## config.mk

```make
export PLATFORM = sky130hd
export DESIGN_NAME = acq_sequencer
export DESIGN_NICKNAME = d
export VERILOG_FILES = /design/src/rtl/acq_sequencer.sv
export SDC_FILE = /design/constraint.sdc
export NUM_CORES = 1
export LEC_CHECK = 0
export CORE_MARGIN = 2
export CORE_UTILIZATION = 39
export DETAILED_ROUTE_END_ITERATION = 7
export PLACE_DENSITY = 0.57
export SETUP_SLACK_MARGIN = 0.1
export SLEW_MARGIN = 10
export SYNTH_ARGS = -nofsm -noshare
export SYNTH_HDL_FRONTEND = slang
export SYNTH_SLANG_ARGS = --single-unit
```

## constraint.sdc

```tcl
create_clock -name CLK -period 2.6 [get_ports CLK]
set_input_delay 0.39 -clock CLK [delete_from_list [all_inputs] [get_ports CLK]]
set_output_delay 0.39 -clock CLK [all_outputs]
set_load 0.01 [all_outputs]
```

## src/rtl/acq_sequencer.sv

```systemverilog
// ---------------------------------------------------------------------------
// acq_sequencer
//
// Run-level controller between the trigger handler and the ESP32 host
// interface. It arms/disarms triggering, freezes the sample ring buffer
// POST_SAMPLES cycles after a trigger, and signals the host with DATA_READY.
// It runs the READ_REQ/READ_DONE readout handshake and then releases the
// trigger handler through SELF_TRIGGER_RESET. It also keeps event-count,
// trigger-timestamp and dead-time bookkeeping.
//
// Optional build macro: READOUT_TIMEOUT_EN
//   defined   : FROZEN/READOUT are abandoned after READ_TIMEOUT cycles and
//               TIMEOUT_FLAG is set (sticky until the next arm).
//   undefined : FROZEN/READOUT wait indefinitely, TIMEOUT_FLAG is tied to 0.
//
// Ports:
//   CLK, RST_N          clock, asynchronous active-low reset
//   RUN_ENABLE          host arm level (1 = run)
//   TRIGGER_IN          trigger handler TRIGGER_OUT level
//   LIVE_ACQUISITION    trigger handler idle indication
//   READ_REQ            host readout request level
//   READ_DONE           host readout finished, single-cycle pulse
//   SOFT_RESET          inhibit to trigger handler (high unless ARMED..READOUT)
//   SELF_TRIGGER_RESET  release to trigger handler (high in RELEASE)
//   BUFFER_FREEZE       stops ring-buffer writes (FROZEN, READOUT)
//   DATA_READY          host interrupt (FROZEN)
//   EVENT_COUNT         accepted events since arm, saturating
//   EVENT_TS            timestamp latched in the trigger cycle
//   DEAD_TIME           cycles spent outside ARMED since arm, saturating
//   STATE               current state encoding (debug / host visibility)
//   TIMEOUT_FLAG        sticky readout-timeout indicator
//
// Readout handshake: DATA_READY rises on entry to FROZEN. The host answers
// with READ_REQ (a level). It is sampled only in FROZEN and moves to READOUT,
// where DATA_READY drops and the buffer stays frozen. The host then ends the
// readout with a single-cycle READ_DONE, which is sampled only in READOUT;
// a READ_DONE seen in any other state is ignored.
//
// All outputs are registered from the next-state value, so they change on
// the same edge as STATE.
// ---------------------------------------------------------------------------
module acq_sequencer #(
    parameter int POST_SAMPLES = 64,
    parameter int TS_WIDTH     = 32,
    parameter int READ_TIMEOUT = 1000000
) (
    input  logic                CLK,
    input  logic                RST_N,
    input  logic                RUN_ENABLE,
    input  logic                TRIGGER_IN,
    input  logic                LIVE_ACQUISITION,
    input  logic                READ_REQ,
    input  logic                READ_DONE,
    output logic                SOFT_RESET,
    output logic                SELF_TRIGGER_RESET,
    output logic                BUFFER_FREEZE,
    output logic                DATA_READY,
    output logic [15:0]         EVENT_COUNT,
    output logic [TS_WIDTH-1:0] EVENT_TS,
    output logic [TS_WIDTH-1:0] DEAD_TIME,
    output logic [2:0]          STATE,
    output logic                TIMEOUT_FLAG
);

    localparam logic [2:0] S_IDLE    = 3'd0;
    localparam logic [2:0] S_ARMED   = 3'd1;
    localparam logic [2:0] S_POST    = 3'd2;
    localparam logic [2:0] S_FROZEN  = 3'd3;
    localparam logic [2:0] S_READOUT = 3'd4;
    localparam logic [2:0] S_RELEASE = 3'd5;

    logic [2:0]          state_q;
    logic [2:0]          state_base;
    logic [2:0]          state_d;
    logic [15:0]         post_cnt_q;
    logic [TS_WIDTH-1:0] ts_q;
    logic                arm_start;
    logic                freeze_entry;
    logic                is_dead;

    assign STATE = state_q;

    // Normal transition rules. A falling RUN_ENABLE is only acted on in
    // ARMED and in RELEASE, so an event in flight is always finished.
    always_comb begin
        state_base = state_q;
        case (state_q)
            S_IDLE:    if (RUN_ENABLE) state_base = S_ARMED;
            S_ARMED: begin
                // Trigger wins over a simultaneous stop request.
                if (TRIGGER_IN)       state_base = S_POST;
                else if (!RUN_ENABLE) state_base = S_IDLE;
            end
            S_POST:    if (post_cnt_q == 16'd1) state_base = S_FROZEN;
            S_FROZEN:  if (READ_REQ)            state_base = S_READOUT;
            S_READOUT: if (READ_DONE)           state_base = S_RELEASE;
            S_RELEASE: begin
                if (LIVE_ACQUISITION && !TRIGGER_IN)
                    state_base = RUN_ENABLE ? S_ARMED : S_IDLE;
            end
            default:   state_base = S_IDLE;
        endcase
    end

`ifdef READOUT_TIMEOUT_EN
    localparam int TMO_W = (READ_TIMEOUT > 1) ? $clog2(READ_TIMEOUT) : 1;
    localparam logic [TMO_W-1:0] TMO_LAST = TMO_W'(READ_TIMEOUT - 1);

    logic [TMO_W-1:0] tmo_q;
    logic             timeout_hit;

    // A normal READ_DONE in the expiring cycle takes precedence, so the
    // event then counts as a clean readout.
    assign timeout_hit = ((state_q == S_FROZEN) || (state_q == S_READOUT)) &&
                         (tmo_q == TMO_LAST) && (state_base != S_RELEASE);
    assign state_d     = timeout_hit ? S_RELEASE : state_base;

    always_ff @(posedge CLK or negedge RST_N) begin
        if (!RST_N) begin
            tmo_q        <= '0;
            TIMEOUT_FLAG <= 1'b0;
        end else begin
            if (freeze_entry)
                tmo_q <= '0;
            else if ((state_q == S_FROZEN) || (state_q == S_READOUT))
                tmo_q <= tmo_q + TMO_W'(1);

            if (arm_start)
                TIMEOUT_FLAG <= 1'b0;
            else if (timeout_hit)
                TIMEOUT_FLAG <= 1'b1;
        end
    end
`else
    assign state_d      = state_base;
    assign TIMEOUT_FLAG = 1'b0;
`endif

    assign arm_start    = (state_q == S_IDLE) && (state_d == S_ARMED);
    assign freeze_entry = (state_q == S_POST) && (state_d == S_FROZEN);
    assign is_dead      = (state_q == S_POST)    || (state_q == S_FROZEN) ||
                          (state_q == S_READOUT) || (state_q == S_RELEASE);

    always_ff @(posedge CLK or negedge RST_N) begin
        if (!RST_N) begin
            state_q            <= S_IDLE;
            ts_q               <= '0;
            post_cnt_q         <= '0;
            SOFT_RESET         <= 1'b1;
            SELF_TRIGGER_RESET <= 1'b0;
            BUFFER_FREEZE      <= 1'b0;
            DATA_READY         <= 1'b0;
            EVENT_COUNT        <= '0;
            EVENT_TS           <= '0;
            DEAD_TIME          <= '0;
        end else begin
            state_q <= state_d;
            ts_q    <= ts_q + TS_WIDTH'(1);

            SOFT_RESET         <= !((state_d == S_ARMED)  || (state_d == S_POST) ||
                                    (state_d == S_FROZEN) || (state_d == S_READOUT));
            SELF_TRIGGER_RESET <= (state_d == S_RELEASE);
            BUFFER_FREEZE      <= (state_d == S_FROZEN) || (state_d == S_READOUT);
            DATA_READY         <= (state_d == S_FROZEN);

            // Loading POST_SAMPLES and leaving at count 1 places the freeze
            // exactly POST_SAMPLES edges after the trigger edge.
            if ((state_q == S_ARMED) && (state_d == S_POST)) begin
                EVENT_TS   <= ts_q;
                post_cnt_q <= 16'(POST_SAMPLES);
            end else if (state_q == S_POST) begin
                post_cnt_q <= post_cnt_q - 16'd1;
            end

            if (arm_start) begin
                EVENT_COUNT <= '0;
                DEAD_TIME   <= '0;
            end else begin
                if (freeze_entry && (EVENT_COUNT != 16'hFFFF))
                    EVENT_COUNT <= EVENT_COUNT + 16'd1;
                if (is_dead && (DEAD_TIME != '1))
                    DEAD_TIME <= DEAD_TIME + TS_WIDTH'(1);
            end
        end
    end

endmodule

```

==> flow_metrics.env <==
export IMPL_status="finished, final reports clean"
export IMPL_core_area_mm2=0.0160
export IMPL_slew_violations=0
export IMPL_critical_path_class="reg2reg"
export IMPL_clk_pin_slew_ps=60
export IMPL_critPathSlowestCell="or4_4"
export IMPL_min_from="ts_q[31]$_DFF_PN0_"
export IMPL_vias_per_cell=5.35
export IMPL_cts_root_buffer="clkbuf_16"
export IMPL_synth_edff_count=0
export IMPL_finalWorstSetupSlack_ps=242
export IMPL_dieHeight_um=132
export IMPL_fp_dieW_um=132
export IMPL_r2r_end="EVENT_COUNT[8]$_DFFE_PN0P_"
export IMPL_worstHoldPathType="reg2reg"
export IMPL_cts_tree="done"
export IMPL_critPathArrivalTime_ps=2700
export IMPL_dieArea_mm2=0.0175
export IMPL_wire_per_inst_um=15.7
export IMPL_max_cap_violations=0
export IMPL_ir_drop_mv=0.509
export IMPL_finClkSkew_ps=5.05
export IMPL_final_setup_viol_count=0
export IMPL_dr_pass1_iters=5
export IMPL_start_kind="register"
export IMPL_regToRegStartpoint="post_cnt_q[7]$_DFFE_PN0P_"
export IMPL_rows=46
export IMPL_syn_num_nets=607
export IMPL_path_cells="or4_4, nand2b_4, or3_4, or4_1, a21oi_1"
export IMPL_final_antenna_net_count=0
export IMPL_drt_iter0_drc=237
export IMPL_portBuffers=93
export IMPL_r2r_cells=5
export IMPL_yosys_cell_types_count=59
export IMPL_required_ps=2940
export IMPL_pwr_density_cell_mw_per_mm2=805
export IMPL_async_flop_share=1.00
export IMPL_post_route_util=0.519
export IMPL_cts_max_level=4
export IMPL_cts_sinks=135
export IMPL_fmax_mhz=424
export IMPL_syn_instance_count=595
export IMPL_start_util=0.401
export IMPL_grt_start_max_net_pins=59
export IMPL_synth_ff_type="dfrtp_1"
export IMPL_clk_latency_ps=420
export IMPL_antenna_found_initial=0
export IMPL_yosysSeqAreaShare=0.527
export IMPL_min_period_ps=2360
export IMPL_drc=0
export IMPL_p_total_mw=6.67
export IMPL_period_share=0.907
export IMPL_final_setup_tns_ps=0
export IMPL_num_io_pins=95
export IMPL_rrSetupSlack_ps=240
export IMPL_drive_gt1_frac=0.153
export IMPL_area_growth_pct=29.3
export IMPL_synth_avg_cell_area_um2=10.8
export IMPL_gp_congestion=0.792
export IMPL_p_leak_nw=3.49
export IMPL_hold_depth=1
export IMPL_grt_setup_unrepaired="false"
export IMPL_wl_um=14600
export IMPL_cts_max_path_buffers=2
export IMPL_yosys_warnings=0
export IMPL_hold_viol=0
export IMPL_cts_buffers=17
export IMPL_whs_ps=474
export IMPL_worstMarginPinSlew_ps=690
export IMPL_place_ws_ps=91.1
export IMPL_num_vias=4978
export IMPL_grt_usage=0.174
export IMPL_grt_pass1_vias=4959
export IMPL_dp_hpwl_um=10200
export IMPL_cpPeakStageDelay_ps=570
export IMPL_grt_pass1_wl_um=24600
export IMPL_path_max_fanout=18
export IMPL_finalNetCount=713
export IMPL_synth_seq_cells=135
export IMPL_crit_path_end_kind="register"
export IMPL_diodes=0
export IMPL_max_slew_margin_rel=0.540
export IMPL_syn_cell_area_mm2=0.00642
export IMPL_hold_end="ts_q[31]$_DFF_PN0_"
export IMPL_gr_total_overflow=0
layout make-up:
| cell class | instances | area (µm²) |
|---|---|---|
| Fill cell | 1468 | 7700 |
| Sequential cell | 135 | 3380 |
| Multi-Input combinational cell | 420 | 2870 |
| Timing Repair Buffer | 115 | 1140 |
| Clock buffer | 21 | 470 |
| Tap cell | 216 | 270 |
| Clock inverter | 11 | 124 |
| Inverter | 12 | 45.0 |
power by group:
part           internal (mW)  switching [mW]
registers               2.31           0.171
clock network           1.49           0.899
logic                  0.795            1.01
total                   4.60            2.08
cells in the final DEF, fill, tap and decap left out, drive strengths merged, types with 4 or more instances in the layout:
cell / count
a21oi: 30
ha: 5
nand2b: 9
nand3: 33
buf: 22
and3: 7
mux2i: 9
o31ai: 14
and2: 9
nor3: 9
nor4: 12
a31oi: 4
inv: 12
nand2: 51
and4: 8
or3: 14
or4: 20
nand4: 17
xnor2: 40
clkbuf: 21
o21ai: 14
dfrtp: 134
nor2: 39
mux2: 32
nor2b: 4
xor2: 12
clkdlybuf4s50: 92
clkinv: 6
how the worst max path moves through the flow:
stage / start / to / slack, ps / depth (start not counted)
floorplan: DEAD_TIME[0]$_DFFE_PN0P_ / DEAD_TIME[15]$_DFFE_PN0P_ / 250 / 9
global placement: post_cnt_q[7]$_DFFE_PN0P_ / EVENT_COUNT[6]$_DFFE_PN0P_ / 140 / 5
detailed placement: post_cnt_q[7]$_DFFE_PN0P_ / EVENT_COUNT[4]$_DFFE_PN0P_ / 90 / 5
CTS: DEAD_TIME[0]$_DFFE_PN0P_ / DEAD_TIME[3]$_DFFE_PN0P_ / 150 / 7
global route: post_cnt_q[7]$_DFFE_PN0P_ / EVENT_COUNT[8]$_DFFE_PN0P_ / 140 / 5
finish: post_cnt_q[7]$_DFFE_PN0P_ / EVENT_COUNT[8]$_DFFE_PN0P_ / 240 / 5
state kept, by name, indices dropped and copies added (netlist names):
register	cells
ts_q	32
BUFFER_FREEZE	1
DEAD_TIME	32
EVENT_COUNT	16
post_cnt_q	16
EVENT_TS	32
SELF_TRIGGER_RESET	1
DATA_READY	1
SOFT_RESET	1
STATE	3
per-stage QoR:
| step | std cells | area (µm²) |
|---|---|---|
| final | 930 | 8300 |
| after CTS | 930 | 8290 |
| after detailed placement | 897 | 7680 |
| after global routing | 930 | 8300 |
| after floorplan | 595 | 6420 |
| after global placement | 897 | 7680 |
metal layers:
metal  track usage  vias to the layer above  routed length (µm)
met5             0                        -                   0
met4        0.0729                        0                 323
met3        0.0419                       28                 611
met2         0.277                      122                6900
met1         0.229                     2465                6800
li1              -                     2363                   -
cell usage after synthesis, types with 8 or more instances:
cell type / number / area (µm²)
nor3_1: 9 / 45.0
xnor2_1: 40 / 350
nand2_1: 51 / 191
clkbuf_1: 19 / 71.3
inv_1: 12 / 45.0
or4_1: 19 / 143
mux2_2: 32 / 360
nor2_1: 39 / 146
or3_1: 13 / 81.3
xor2_1: 12 / 105
and4_1: 8 / 70.1
nand2b_1: 8 / 50.1
dfrtp_1: 134 / 3350
nand3_1: 33 / 165
a21oi_1: 23 / 115
nor4_1: 11 / 68.8
nand4_1: 16 / 100
mux2i_1: 9 / 90.1
and2_1: 8 / 50.1
o21ai_0: 8 / 40.0
o31ai_1: 14 / 105
logic make-up after synthesis:
kind of cell | synth area share
other | 0.000584
DFF | 0.527
adders and majority gates | 0.00975
xor gates and xnor gates | 0.0710
and+or+nand+nor | 0.206
AOI/OAI and AO/OA | 0.0883
buffers and inverters | 0.0279
muxes | 0.0702
worst max-delay path: cells and delay by family, from the launching register on:
kind	cells	cell delay (ps)
AOI/OAI and AO/OA	1	160
and+or+nand+nor	4	1720
DFF	1	420
what timing repair did:
item / 4_1_cts / 5_1_grt
buffers inserted: 0 / 0
hold buffers: 1 / 0
gates resized for setup: 1 / 1
pin swaps: 0 / 0
hold endpoints to repair: 55 / 0
endpoints found under the setup margin: 6 / 12
Power figures use the tool's default switching activity.
